<file path="src/rtl/uart_frame_ctrl_if.sv">
// Command-side bundle for uart_frame_ctrl: UART byte stream in, framed command
// handshake and payload read port out.
interface uart_frame_ctrl_if;
  logic       i_RX_DV;
  logic [7:0] i_RX_Byte;
  logic       o_CMD_Valid;
  logic       i_CMD_Ready;
  logic [7:0] o_CMD_Id;
  logic [7:0] o_CMD_Len;
  logic [7:0] i_Pay_Rd_Addr;
  logic [7:0] o_Pay_Rd_Data;
  logic       o_Err_Chk;
  logic       o_Err_Len;
  logic       o_Err_Timeout;
  logic       o_Drop;
  logic       o_Busy;

  // Frame controller side
  modport slave (
    input  i_RX_DV, i_RX_Byte, i_CMD_Ready, i_Pay_Rd_Addr,
    output o_CMD_Valid, o_CMD_Id, o_CMD_Len, o_Pay_Rd_Data,
    output o_Err_Chk, o_Err_Len, o_Err_Timeout, o_Drop, o_Busy
  );

  // UART receiver / command decoder side
  modport master (
    output i_RX_DV, i_RX_Byte, i_CMD_Ready, i_Pay_Rd_Addr,
    input  o_CMD_Valid, o_CMD_Id, o_CMD_Len, o_Pay_Rd_Data,
    input  o_Err_Chk, o_Err_Len, o_Err_Timeout, o_Drop, o_Busy
  );
endinterface

</file>
<file path="src/rtl/uart_frame_ctrl.sv">
// UART frame controller: hunts for SYNC, captures ID/LEN/payload/CHK, validates
// the 8-bit additive checksum and holds good frames for a valid/ready consumer.
//
// state   | meaning
// --------+----------------------------------------------------------
// HUNT    | idle, waiting for SYNC_BYTE
// GET_ID  | next byte is the frame ID
// GET_LEN | next byte is the payload length
// GET_PAY | collecting payload bytes into the buffer
// GET_CHK | next byte is the checksum
// HOLD    | good frame presented, waiting for i_CMD_Ready
module uart_frame_ctrl #(
  parameter int         MAX_LEN      = 16,
  parameter logic [7:0] SYNC_BYTE    = 8'hA5,
  parameter int         TIMEOUT_CLKS = 8680
) (
  input logic              clk,
  input logic              rst,
  uart_frame_ctrl_if.slave bus
);

  localparam int AW = (MAX_LEN > 1) ? $clog2(MAX_LEN) : 1;
  localparam int TW = (TIMEOUT_CLKS > 2) ? $clog2(TIMEOUT_CLKS) : 1;
  // Inter-byte timer is a down-counter: reload value means "just cleared".
  localparam logic [TW-1:0] TMR_LOAD = TW'(TIMEOUT_CLKS - 1);

  typedef enum logic [2:0] {HUNT, GET_ID, GET_LEN, GET_PAY, GET_CHK, HOLD} state_t;

  state_t        state_q, state_d;
  logic [7:0]    id_q, id_d;
  logic [7:0]    len_q, len_d;
  logic [7:0]    sum_q, sum_d;
  logic [7:0]    idx_q, idx_d;
  logic [TW-1:0] tmr_q, tmr_d;
  logic          valid_q, valid_d;
  logic          busy_q, busy_d;
  logic          err_chk_q, err_chk_d;
  logic          err_len_q, err_len_d;
  logic          err_to_q, err_to_d;
  logic          drop_q, drop_d;
  logic          pay_we;
  logic          tmo;
  logic          in_frame;
  logic [7:0]    pay_rd_data;
  logic [7:0]    buf_q [MAX_LEN];

  wire       dv = bus.i_RX_DV;
  wire [7:0] rx = bus.i_RX_Byte;

  // Next-state, datapath and registered-output computation
  always_comb begin
    state_d   = state_q;
    id_d      = id_q;
    len_d     = len_q;
    sum_d     = sum_q;
    idx_d     = idx_q;
    err_chk_d = 1'b0;
    err_len_d = 1'b0;
    err_to_d  = 1'b0;
    drop_d    = 1'b0;
    pay_we    = 1'b0;

    in_frame = (state_q == GET_ID) || (state_q == GET_LEN) ||
               (state_q == GET_PAY) || (state_q == GET_CHK);
    // A byte on the terminal-count cycle takes priority over the timeout.
    tmo = in_frame && !dv && (tmr_q == '0);

    case (state_q)
      HUNT: begin
        if (dv && rx == SYNC_BYTE) state_d = GET_ID;
      end
      GET_ID: begin
        if (dv) begin
          id_d    = rx;
          sum_d   = rx;
          state_d = GET_LEN;
        end
      end
      GET_LEN: begin
        if (dv) begin
          len_d = rx;
          sum_d = sum_q + rx;
          idx_d = 8'd0;
          if (rx > 8'(MAX_LEN)) begin
            err_len_d = 1'b1;
            state_d   = HUNT;
          end else if (rx == 8'd0) begin
            state_d = GET_CHK;
          end else begin
            state_d = GET_PAY;
          end
        end
      end
      GET_PAY: begin
        if (dv) begin
          pay_we = 1'b1;
          sum_d  = sum_q + rx;
          idx_d  = idx_q + 8'd1;
          if (idx_q == len_q - 8'd1) state_d = GET_CHK;
        end
      end
      GET_CHK: begin
        if (dv) begin
          if (rx == sum_q) begin
            state_d = HOLD;
          end else begin
            err_chk_d = 1'b1;
            state_d   = HUNT;
          end
        end
      end
      HOLD: begin
        if (dv) drop_d = 1'b1;
        if (valid_q && bus.i_CMD_Ready) state_d = HUNT;
      end
      default: state_d = HUNT;
    endcase

    if (tmo) begin
      err_to_d = 1'b1;
      state_d  = HUNT;
    end

    // Any byte or state change reloads; otherwise count down while in a frame.
    if (in_frame && !dv && !tmo) tmr_d = tmr_q - TW'(1);
    else                         tmr_d = TMR_LOAD;

    valid_d = (state_d == HOLD);
    busy_d  = (state_d != HUNT);
  end

  // FSM state and registered outputs
  always_ff @(posedge clk) begin
    if (rst) begin
      state_q   <= HUNT;
      id_q      <= 8'd0;
      len_q     <= 8'd0;
      sum_q     <= 8'd0;
      idx_q     <= 8'd0;
      tmr_q     <= TMR_LOAD;
      valid_q   <= 1'b0;
      busy_q    <= 1'b0;
      err_chk_q <= 1'b0;
      err_len_q <= 1'b0;
      err_to_q  <= 1'b0;
      drop_q    <= 1'b0;
    end else begin
      state_q   <= state_d;
      id_q      <= id_d;
      len_q     <= len_d;
      sum_q     <= sum_d;
      idx_q     <= idx_d;
      tmr_q     <= tmr_d;
      valid_q   <= valid_d;
      busy_q    <= busy_d;
      err_chk_q <= err_chk_d;
      err_len_q <= err_len_d;
      err_to_q  <= err_to_d;
      drop_q    <= drop_d;
    end
  end

  // Payload buffer; contents are don't-care after reset
  always_ff @(posedge clk) begin
    if (pay_we && idx_q < 8'(MAX_LEN)) buf_q[idx_q[AW-1:0]] <= rx;
  end

  // Combinational payload read port
  always_comb begin
    pay_rd_data = 8'h00;
    if (bus.i_Pay_Rd_Addr < 8'(MAX_LEN)) pay_rd_data = buf_q[bus.i_Pay_Rd_Addr[AW-1:0]];
  end

  assign bus.o_CMD_Valid   = valid_q;
  assign bus.o_CMD_Id      = id_q;
  assign bus.o_CMD_Len     = len_q;
  assign bus.o_Pay_Rd_Data = pay_rd_data;
  assign bus.o_Err_Chk     = err_chk_q;
  assign bus.o_Err_Len     = err_len_q;
  assign bus.o_Err_Timeout = err_to_q;
  assign bus.o_Drop        = drop_q;
  assign bus.o_Busy        = busy_q;

endmodule

</file>
<file path="src/flat_wrapper.sv">
// flat-port wrapper written by rule: the top's interface ports become plain ports
module uart_frame_ctrl_flat 
#(
  parameter int         MAX_LEN      = 16,
  parameter logic [7:0] SYNC_BYTE    = 8'hA5,
  parameter int         TIMEOUT_CLKS = 8680
)
  (clk, rst, bus_i_RX_DV, bus_i_RX_Byte, bus_i_CMD_Ready, bus_i_Pay_Rd_Addr, bus_o_CMD_Valid, bus_o_CMD_Id, bus_o_CMD_Len, bus_o_Pay_Rd_Data, bus_o_Err_Chk, bus_o_Err_Len, bus_o_Err_Timeout, bus_o_Drop, bus_o_Busy);
  uart_frame_ctrl_if bus_i ();
  input logic clk;
  input logic rst;
  input wire logic [$bits(bus_i.i_RX_DV)-1:0] bus_i_RX_DV;
  input wire logic [$bits(bus_i.i_RX_Byte)-1:0] bus_i_RX_Byte;
  input wire logic [$bits(bus_i.i_CMD_Ready)-1:0] bus_i_CMD_Ready;
  input wire logic [$bits(bus_i.i_Pay_Rd_Addr)-1:0] bus_i_Pay_Rd_Addr;
  output wire logic [$bits(bus_i.o_CMD_Valid)-1:0] bus_o_CMD_Valid;
  output wire logic [$bits(bus_i.o_CMD_Id)-1:0] bus_o_CMD_Id;
  output wire logic [$bits(bus_i.o_CMD_Len)-1:0] bus_o_CMD_Len;
  output wire logic [$bits(bus_i.o_Pay_Rd_Data)-1:0] bus_o_Pay_Rd_Data;
  output wire logic [$bits(bus_i.o_Err_Chk)-1:0] bus_o_Err_Chk;
  output wire logic [$bits(bus_i.o_Err_Len)-1:0] bus_o_Err_Len;
  output wire logic [$bits(bus_i.o_Err_Timeout)-1:0] bus_o_Err_Timeout;
  output wire logic [$bits(bus_i.o_Drop)-1:0] bus_o_Drop;
  output wire logic [$bits(bus_i.o_Busy)-1:0] bus_o_Busy;
  assign bus_i.i_RX_DV = bus_i_RX_DV;
  assign bus_i.i_RX_Byte = bus_i_RX_Byte;
  assign bus_i.i_CMD_Ready = bus_i_CMD_Ready;
  assign bus_i.i_Pay_Rd_Addr = bus_i_Pay_Rd_Addr;
  assign bus_o_CMD_Valid = bus_i.o_CMD_Valid;
  assign bus_o_CMD_Id = bus_i.o_CMD_Id;
  assign bus_o_CMD_Len = bus_i.o_CMD_Len;
  assign bus_o_Pay_Rd_Data = bus_i.o_Pay_Rd_Data;
  assign bus_o_Err_Chk = bus_i.o_Err_Chk;
  assign bus_o_Err_Len = bus_i.o_Err_Len;
  assign bus_o_Err_Timeout = bus_i.o_Err_Timeout;
  assign bus_o_Drop = bus_i.o_Drop;
  assign bus_o_Busy = bus_i.o_Busy;
  uart_frame_ctrl #(.MAX_LEN(MAX_LEN), .SYNC_BYTE(SYNC_BYTE), .TIMEOUT_CLKS(TIMEOUT_CLKS)) u_core (.clk(clk), .rst(rst), .bus(bus_i));
endmodule
</file>
<file path="config.mk">
export PLATFORM = sky130hd
export DESIGN_NAME = uart_frame_ctrl_flat
export DESIGN_NICKNAME = d
export VERILOG_FILES = /design/src/rtl/uart_frame_ctrl_if.sv /design/src/rtl/uart_frame_ctrl.sv /design/src/flat_wrapper.sv
export SDC_FILE = /design/constraint.sdc
export NUM_CORES = 1
export LEC_CHECK = 0
export BUFFER_PORTS_ARGS = -buffer_cell sky130_fd_sc_hd__buf_2
export CAP_MARGIN = 20
export CORE_MARGIN = 5
export CORE_UTILIZATION = 40
export DETAILED_ROUTE_END_ITERATION = 10
export HOLD_SLACK_MARGIN = 0.06
export MAX_ROUTING_LAYER = met4
export SYNTH_ARGS = -nofsm -noshare
export SYNTH_HDL_FRONTEND = slang
export SYNTH_SLANG_ARGS = --single-unit
</file>
<file path="constraint.sdc">
create_clock -name clk -period 7.6 [get_ports clk]
set_clock_uncertainty 0.05 [all_clocks]
set_input_delay 1.14 -clock clk [delete_from_list [all_inputs] [get_ports clk]]
set_output_delay 1.14 -clock clk [all_outputs]
set_load 0.05 [all_outputs]
</file>
==> results by group, run 1 <==
Run
  • Max cap viols: 0

STA
  • Crit share post-route: 0.5804
  • RSZ-0062 raised after global routing: no
  • Finish-stage setup viols: 0
  • Max Slew Vio Count: 0
  • FMAX: 0.2267 GHz
  • Slew of the pin with the lowest slew margin: 1.084 ns
  • Final setup TNS: 0 ns
  • Crit path time final: 4.411 ns
  • Slew margin rel.: 0.2745
  • Hold Violations, Final: 0
  • Final worst slack: 3.189 ns

Drt
  • 1st-pass router iterations: 5
  • Starting DRT DRC Count: 279
  • Vias per cell: 5.315
  • DR DRC count: 0
  • Post-DRT Antenna Nets: 0
  • DR vias: 4794
  • Routed wire length: 17430 µm
  • DR WL/cell: 19.33 µm

Setup path
  • Slowest CP cell: mux4_2
  • Data required, critical path: 6.41 ns
  • Critical setup path kind: input pin to primary output
  • CP bufs+invs: 3
  • Worst-path fanout max: 18
  • Crit path max-delay family: multiplexers
  • Crit. End Element: primary output
  • Crit path largest cell delay: 0.52 ns
  • Data arrival time of the critical path: 3.22 ns
  • Critical Path Start Type: input pin
  • Crit-path cells: buf_2 -> buf_12 -> mux4_2 -> mux4_2 -> nor2b_1 -> buf_2

Synthesis
  • Synth unique cells: 57
  • Top FF cell, synth: edfxtp_1
  • Post-synth EDFFs: 128
  • Ys Warns: 0
  • Most frequent cell after synthesis: edfxtp_1
  • Synth top cells by count: edfxtp_1 (128), nor2_1 (59), dfxtp_1 (55)
  • Top cells by area, synth: edfxtp_1 (48%), dfxtp_1 (14%), mux4_2 (11%), nor2_1 (2.8%), nand2_1 (2.5%)
  • Post-synth ARST share: 0
  • Synthesized instance count: 577
  • Area of the mapped netlist: 0.007939 mm²
  • Synthesis-stage register bit count: 183
  • Sequential area share after synthesis: 0.6229
  • Syn_nets: 611
  • Post-Syn Area per Cell: 13.76 µm²
  • Leading area contributor after synthesis: edfxtp_1
  • Yosys top cell area share: 0.4842

Finish
  • Antenna cell count: 0
  • Area occupied by registers: 0.004945 mm²
  • Area of the multi-input gates: 0.002849 mm²
  • Area delta synth->final: 14.55%
  • Final nets: 659
  • Fill count: 1736
  • Layout cells sized above 1: 0.2229

Placed design
  • Port buffer count: 49
  • Dpl hpwl: 11480 µm
  • Placer Congestion: 0.8206
  • Place WS: 2.890 ns

Clock network
  • Clk root buf: clkbuf_16
  • CTS tree: done
  • Htree depth: 4
  • Hold-fix buffers, CTS: 0
  • Total clock buffers created by CTS: 17
  • Count of clock tree sinks: 183
  • PostCTS Resize Cnt: 0
  • Clock slew at reported path FFs: 0.07 ns
  • Max clock buf depth: 2
  • Clk_lat worst skew: 0.42 ns
  • Post-CTS setup repair buffer count: 0

Pwr
  • Leak: 3.139 nW
  • Clock power frac: 0.435
  • Switching Share: 0.2139
  • Tot Pwr: 2.021 mW
  • Worst VDD drop: 0.1626 mV
  • Int Power: 1.589 mW
  • Switching power: 0.4324 mW
  • Comb pwr share: 0.039
  • Pwr Density: 222.3 mW/mm²
  • Sequential share of power: 0.526

Global route
  • Total track usage: 0.1670
  • Vias in the first global route: 4927
  • First-pass GRT wire length: 27630 µm
  • Pin count of the biggest net entering global routing: 35
  • Initial antenna violation count: 0
  • Grt total ovfl: 0

Die
  • Die Y: 150.9 µm
  • IO Pins: 50
  • DIE AREA: 0.02276 mm²
  • Initial Util: 0.4066
  • Die Wd: 150.9 µm
  • FP Rows: 51
  • Std-Cell Core Area: 0.01953 mm²

Min path
  • Class of the worst hold path: register to register

Status
  • Status: complete, no violations
stage by stage:
step                      instance area (µm²)    util  hold slack [ns]  std cells
after floorplan                          7939       -           0.3338        577
after global placement                   8427  0.4316           0.3440        865
after detailed placement                 8449  0.4327           0.3769        867
after CTS                                9040  0.4630           0.3950        898
after global routing                     9094  0.4657           0.4255        902
final                                    9094  0.4657           0.3849        902
worst paths after layout:
path                              from              endpoint  slack [ns]  depth (start not counted)
setup / recovery  bus_i_Pay_Rd_Addr[0]  bus_o_Pay_Rd_Data[6]        3.19                          6
hold / removal         u_core.tmr_q[0]       u_core.tmr_q[0]        0.38                          1
setup reg to reg     u_core.state_q[1]   u_core.buf_q[13][4]        4.45                          6
hold reg to reg        u_core.tmr_q[0]       u_core.tmr_q[0]        0.38                          1
cell usage in the layout (no fill, tap or decap), types with 3 or more instances in the layout:
master	n
a21oi_1	24
a311oi_1	4
and3_1	4
buf_2	49
buf_6	5
clkbuf_16	17
dfxtp_1	55
edfxtp_1	128
ha_1	13
inv_1	11
inv_6	5
mux2i_1	9
mux4_2	40
nand2_1	52
nand2b_1	8
nand3_1	15
nor2_1	59
nor2b_1	13
nor3_1	18
nor3_2	6
nor4_1	6
o21ai_0	7
o31ai_1	4
or2_2	3
xnor2_1	12
xor2_1	17
layout make-up:
type | count | share of cell area
Multi-Input combinational cell | 355 | 0.3133
Inverter | 11 | 0.004540
Timing Repair Buffer | 57 | 0.03701
Sequential cell | 183 | 0.5438
Clock inverter | 14 | 0.01816
Clock buffer | 17 | 0.04678
Tap cell | 265 | 0.03646
power groups by stage:
stage	registers (mW)	logic, mW	clock network [mW]
3_5_place_dp	1.09	0.0781	0
6_report	1.06	0.0781	0.879
3_3_place_gp	1.09	0.0758	0
4_1_cts	1.06	0.0782	0.898
2_1_floorplan	1.09	0.0495	0
5_1_grt	1.06	0.0848	0.943
state kept, by name, summed over array words and instances, names as in the netlist:
name and cells:
u_core.idx_q 8, u_core.bus.o_Drop 1, u_core.bus.o_Err_Chk 1, u_core.tmr_q 14, u_core.bus.o_Busy 1, u_core.sum_q 8, u_core.bus.o_CMD_Id 8, u_core.bus.o_CMD_Valid 1
u_core.state_q 3, u_core.bus.o_Err_Len 1, u_core.buf_q 128, u_core.bus.o_CMD_Len 8, u_core.bus.o_Err_Timeout 1
kinds of logic (layout without fill, tap and decap cells):
group                    after synthesis  in the layout  synth area share
XOR/XNOR                              29             29           0.03199
multiplexers                          49             49            0.1248
buffers and inverters                 39             99           0.02080
AND/OR/NAND/NOR                      201            201            0.1240
flip-flops                           183            183            0.6229
AO/OA/AOI/OAI                         62             62           0.05248
adder cells (fa/ha/maj)               14             14           0.02301
routing by layer:
layer	up-vias	global-route usage	part of all wire
met4	0	0.04578	0.0094
met3	12	0.03830	0.051
met1	2412	0.2067	0.43
met5	-	-	0
met2	106	0.2777	0.51
li1	2264	-	-
Note: power is estimated with default switching activity, not from simulation.
==> run 2: changes to the inputs <==
Settings changed: ABC_AREA from default to 1.
Clock period 7.6 ns to 3.65 ns, I/O delays scaled along.
==> run 2 against run 1 <==
Against the previous run:
- critical path depth rose by 2
- hold slack got worse by 0.012 ns
- combinational power rose to 2.6 times the previous value
- total power rose by 120%
- count of clock-buffer cells in the layout did not move
- largest power group unchanged
- wire length rose by 17%
- largest cell class unchanged
- via count rose by 25%
- first-iteration DRC count rose by 84%
- non-clock buffer count rose by 6
- register-to-register slack got worse by 3.5 ns
==> results by group, run 2 <==
Min path
  • Class of the worst hold path: register to register
  • Hold EP: u_core.tmr_q[0]
  • Hold Crit Start: u_core.tmr_q[0]
  • Hold depth: 1

Setup path
  • Data required, critical path: 3.05 ns
  • Worst-path fanout max: 21
  • CP bufs+invs: 4
  • Crit-path cells: buf_2 -> inv_1 -> buf_4 -> o21ai_0 -> o221ai_1 -> nand3_1 -> a21oi_1 -> buf_2
  • Slowest CP cell: inv_1
  • Reg-to-Reg End: u_core.buf_q[14][5]
  • Crit. End Element: primary output
  • Crit path largest cell delay: 0.47 ns
  • Crit path max-delay family: buffers and inverters
  • Critical setup path kind: input pin to primary output
  • Worst r2r path cells: 9
  • Reg-to-reg slack, setup: 0.97 ns
  • Critical Path Start Type: input pin
  • CP dominant cell by count: buf_2
  • Data arrival time of the critical path: 2.33 ns
  • Reg2Reg Launch Point: u_core.state_q[2]

Finish
  • Area of the multi-input gates: 0.002708 mm²
  • Final Core Density: 0.4712
  • Area delta synth->final: 15.21%
  • Post-Layout Cell Count: 1136
  • Most frequent cells in the layout: edfxtp_1 (128), nor2_1 (124), nand2_1 (105)
  • Fill count: 1895
  • Final nets: 891
  • Commonest non-fill, non-tap cell in the layout: edfxtp_1
  • Layout cells sized above 1: 0.1448
  • Number of flip-flops in the largest register: 128
  • Area occupied by registers: 0.004945 mm²

Global route
  • Grt total ovfl: 0
  • Total track usage: 0.1901
  • Pin count of the biggest net entering global routing: 65
  • First-pass GRT wire length: 31880 µm
  • Vias in the first global route: 5777
  • Initial antenna violation count: 1

Die
  • IO Pins: 50
  • Die Wd: 151.8 µm
  • Std-Cell Core Area: 0.01965 mm²
  • DIE AREA: 0.02303 mm²
  • Initial Util: 0.4090
  • FP Rows: 51
  • Die Y: 151.8 µm

Synthesis
  • Synth unique cells: 39
  • Top cells by area, synth: edfxtp_1 (48%), dfxtp_1 (14%), nor2_1 (5.8%), o21ai_0 (5.4%), nand2_1 (4.9%)
  • Ys Warns: 0
  • Area of the mapped netlist: 0.008039 mm²
  • Post-Syn Area per Cell: 10.01 µm²
  • Syn_nets: 837
  • Post-synth EDFFs: 128
  • Top FF cell, synth: edfxtp_1
  • Most frequent cell after synthesis: edfxtp_1
  • Synth top cells by count: edfxtp_1 (128), nor2_1 (124), nand2_1 (105)
  • Post-synth ARST share: 0
  • Leading area contributor after synthesis: edfxtp_1
  • Synthesized instance count: 803
  • Sequential area share after synthesis: 0.6151
  • Yosys top cell area share: 0.4781
  • Synthesis-stage register bit count: 183

Pwr
  • Worst VDD drop: 0.3486 mV
  • Pwr Density: 472.7 mW/mm²
  • Leak: 3.454 nW
  • Tot Pwr: 4.378 mW

Placed design
  • Dpl hpwl: 13820 µm
  • Dpl cells: 1103
  • Port buffer count: 49
  • Placer Congestion: 0.8495

Clock network
  • Hold-fix buffers, CTS: 0
  • Total clock buffers created by CTS: 17
  • Clock slew at reported path FFs: 0.07 ns
  • Clk_lat worst skew: 0.43 ns
  • Htree depth: 4
  • CTS tree: done
  • Max clock buf depth: 2
  • Count of clock tree sinks: 183
  • PostCTS Resize Cnt: 0
  • Post-CTS setup repair buffer count: 0
  • Clk root buf: clkbuf_16

STA
  • RSZ-0062 raised after global routing: no
  • Slew margin rel.: 0.3602
  • Hold Violations, Final: 0
  • Finish-stage setup viols: 0
  • Max Slew Vio Count: 0
  • Final setup TNS: 0 ns
  • Crit path time final: 2.926 ns
  • Crit share post-route: 0.8015
  • Slew of the pin with the lowest slew margin: 0.9562 ns
  • FMAX: 0.3418 GHz

Drt
  • Vias per cell: 5.266
  • DR vias: 5982
  • Post-DRT Antenna Nets: 0
  • DR WL/cell: 17.95 µm
  • DR DRC count: 0
  • 1st-pass router iterations: 5
  • Starting DRT DRC Count: 512
  • Routed wire length: 20390 µm

Run
  • Max cap viols: 0

Status
  • Status: complete, no violations
## run 2: cell types whose count changed in the layout (fill, tap and decap cells not counted), sizes merged, moves of 19 or more
| cell | before | now |
|---|---|---|
| o21ai | 7 | 89 |
| nor2 | 60 | 132 |
| nand2 | 52 | 114 |
| inv | 18 | 77 |
| mux4 | 40 | 0 |
| nand3 | 15 | 46 |
| a21oi | 24 | 47 |
| o221ai | 0 | 23 |
| nor3 | 24 | 5 |
## run 2: area by class of cell
cell class | instances | area share
sequential | 183 | 0.5339
multi-input combinational | 522 | 0.2924
clock buffer | 17 | 0.04593
timing repair buffer | 63 | 0.04053
tap | 265 | 0.03580
inverter | 70 | 0.02891
clock inverter | 15 | 0.02229
antenna | 1 | 0.0002702
## run 2: through the flow
step | setup WS, ns | hold WS (ns) | instance area, µm²
floorplan | 0.9486 | 0.3379 | 8039
global placement | 0.8355 | 0.3537 | 8627
detailed placement | 0.7739 | 0.3584 | 8627
CTS | 0.7688 | 0.3743 | 9259
global route | 0.5785 | 0.3666 | 9261
finish | 0.7244 | 0.3726 | 9261
## run 2: logic make-up after synthesis
logic type / after synthesis / share of synthesized area
flops: 183 / 0.6151
simple gates: 304 / 0.1637
buf+inv: 98 / 0.04809
xor+xnor: 9 / 0.009805
compound gates: 195 / 0.1405
fa+ha+maj: 14 / 0.02272
## run 2: where the power goes
group	switching [mW]	internal (mW)	total (mW)	leakage, nW
Sequential	0.000143	2.21	2.21	1.59
Combinational	0.150	0.0557	0.206	1.55
Clock	0.849	1.11	1.96	0.310
Total	0.999	3.38	4.38	3.45
## run 2: layer usage
layer | wire length, µm | track usage
met2 | 9596 | 0.3011
met3 | 1343 | 0.04819
met5 | 0 | -
met4 | 241 | 0.04447
met1 | 9206 | 0.2481
## run 2: how the worst max path moves through the flow
stage	slack [ns]	end	startpoint	cells past startpoint
after floorplan	0.95	bus_o_Pay_Rd_Data[2]	bus_i_Pay_Rd_Addr[0]	6
after global placement	0.84	bus_o_Pay_Rd_Data[1]	bus_i_Pay_Rd_Addr[1]	7
after detailed placement	0.77	bus_o_Pay_Rd_Data[2]	bus_i_Pay_Rd_Addr[1]	8
after CTS	0.77	bus_o_Pay_Rd_Data[2]	bus_i_Pay_Rd_Addr[1]	8
after global routing	0.58	bus_o_Pay_Rd_Data[2]	bus_i_Pay_Rd_Addr[1]	8
final	0.72	bus_o_Pay_Rd_Data[1]	bus_i_Pay_Rd_Addr[1]	8
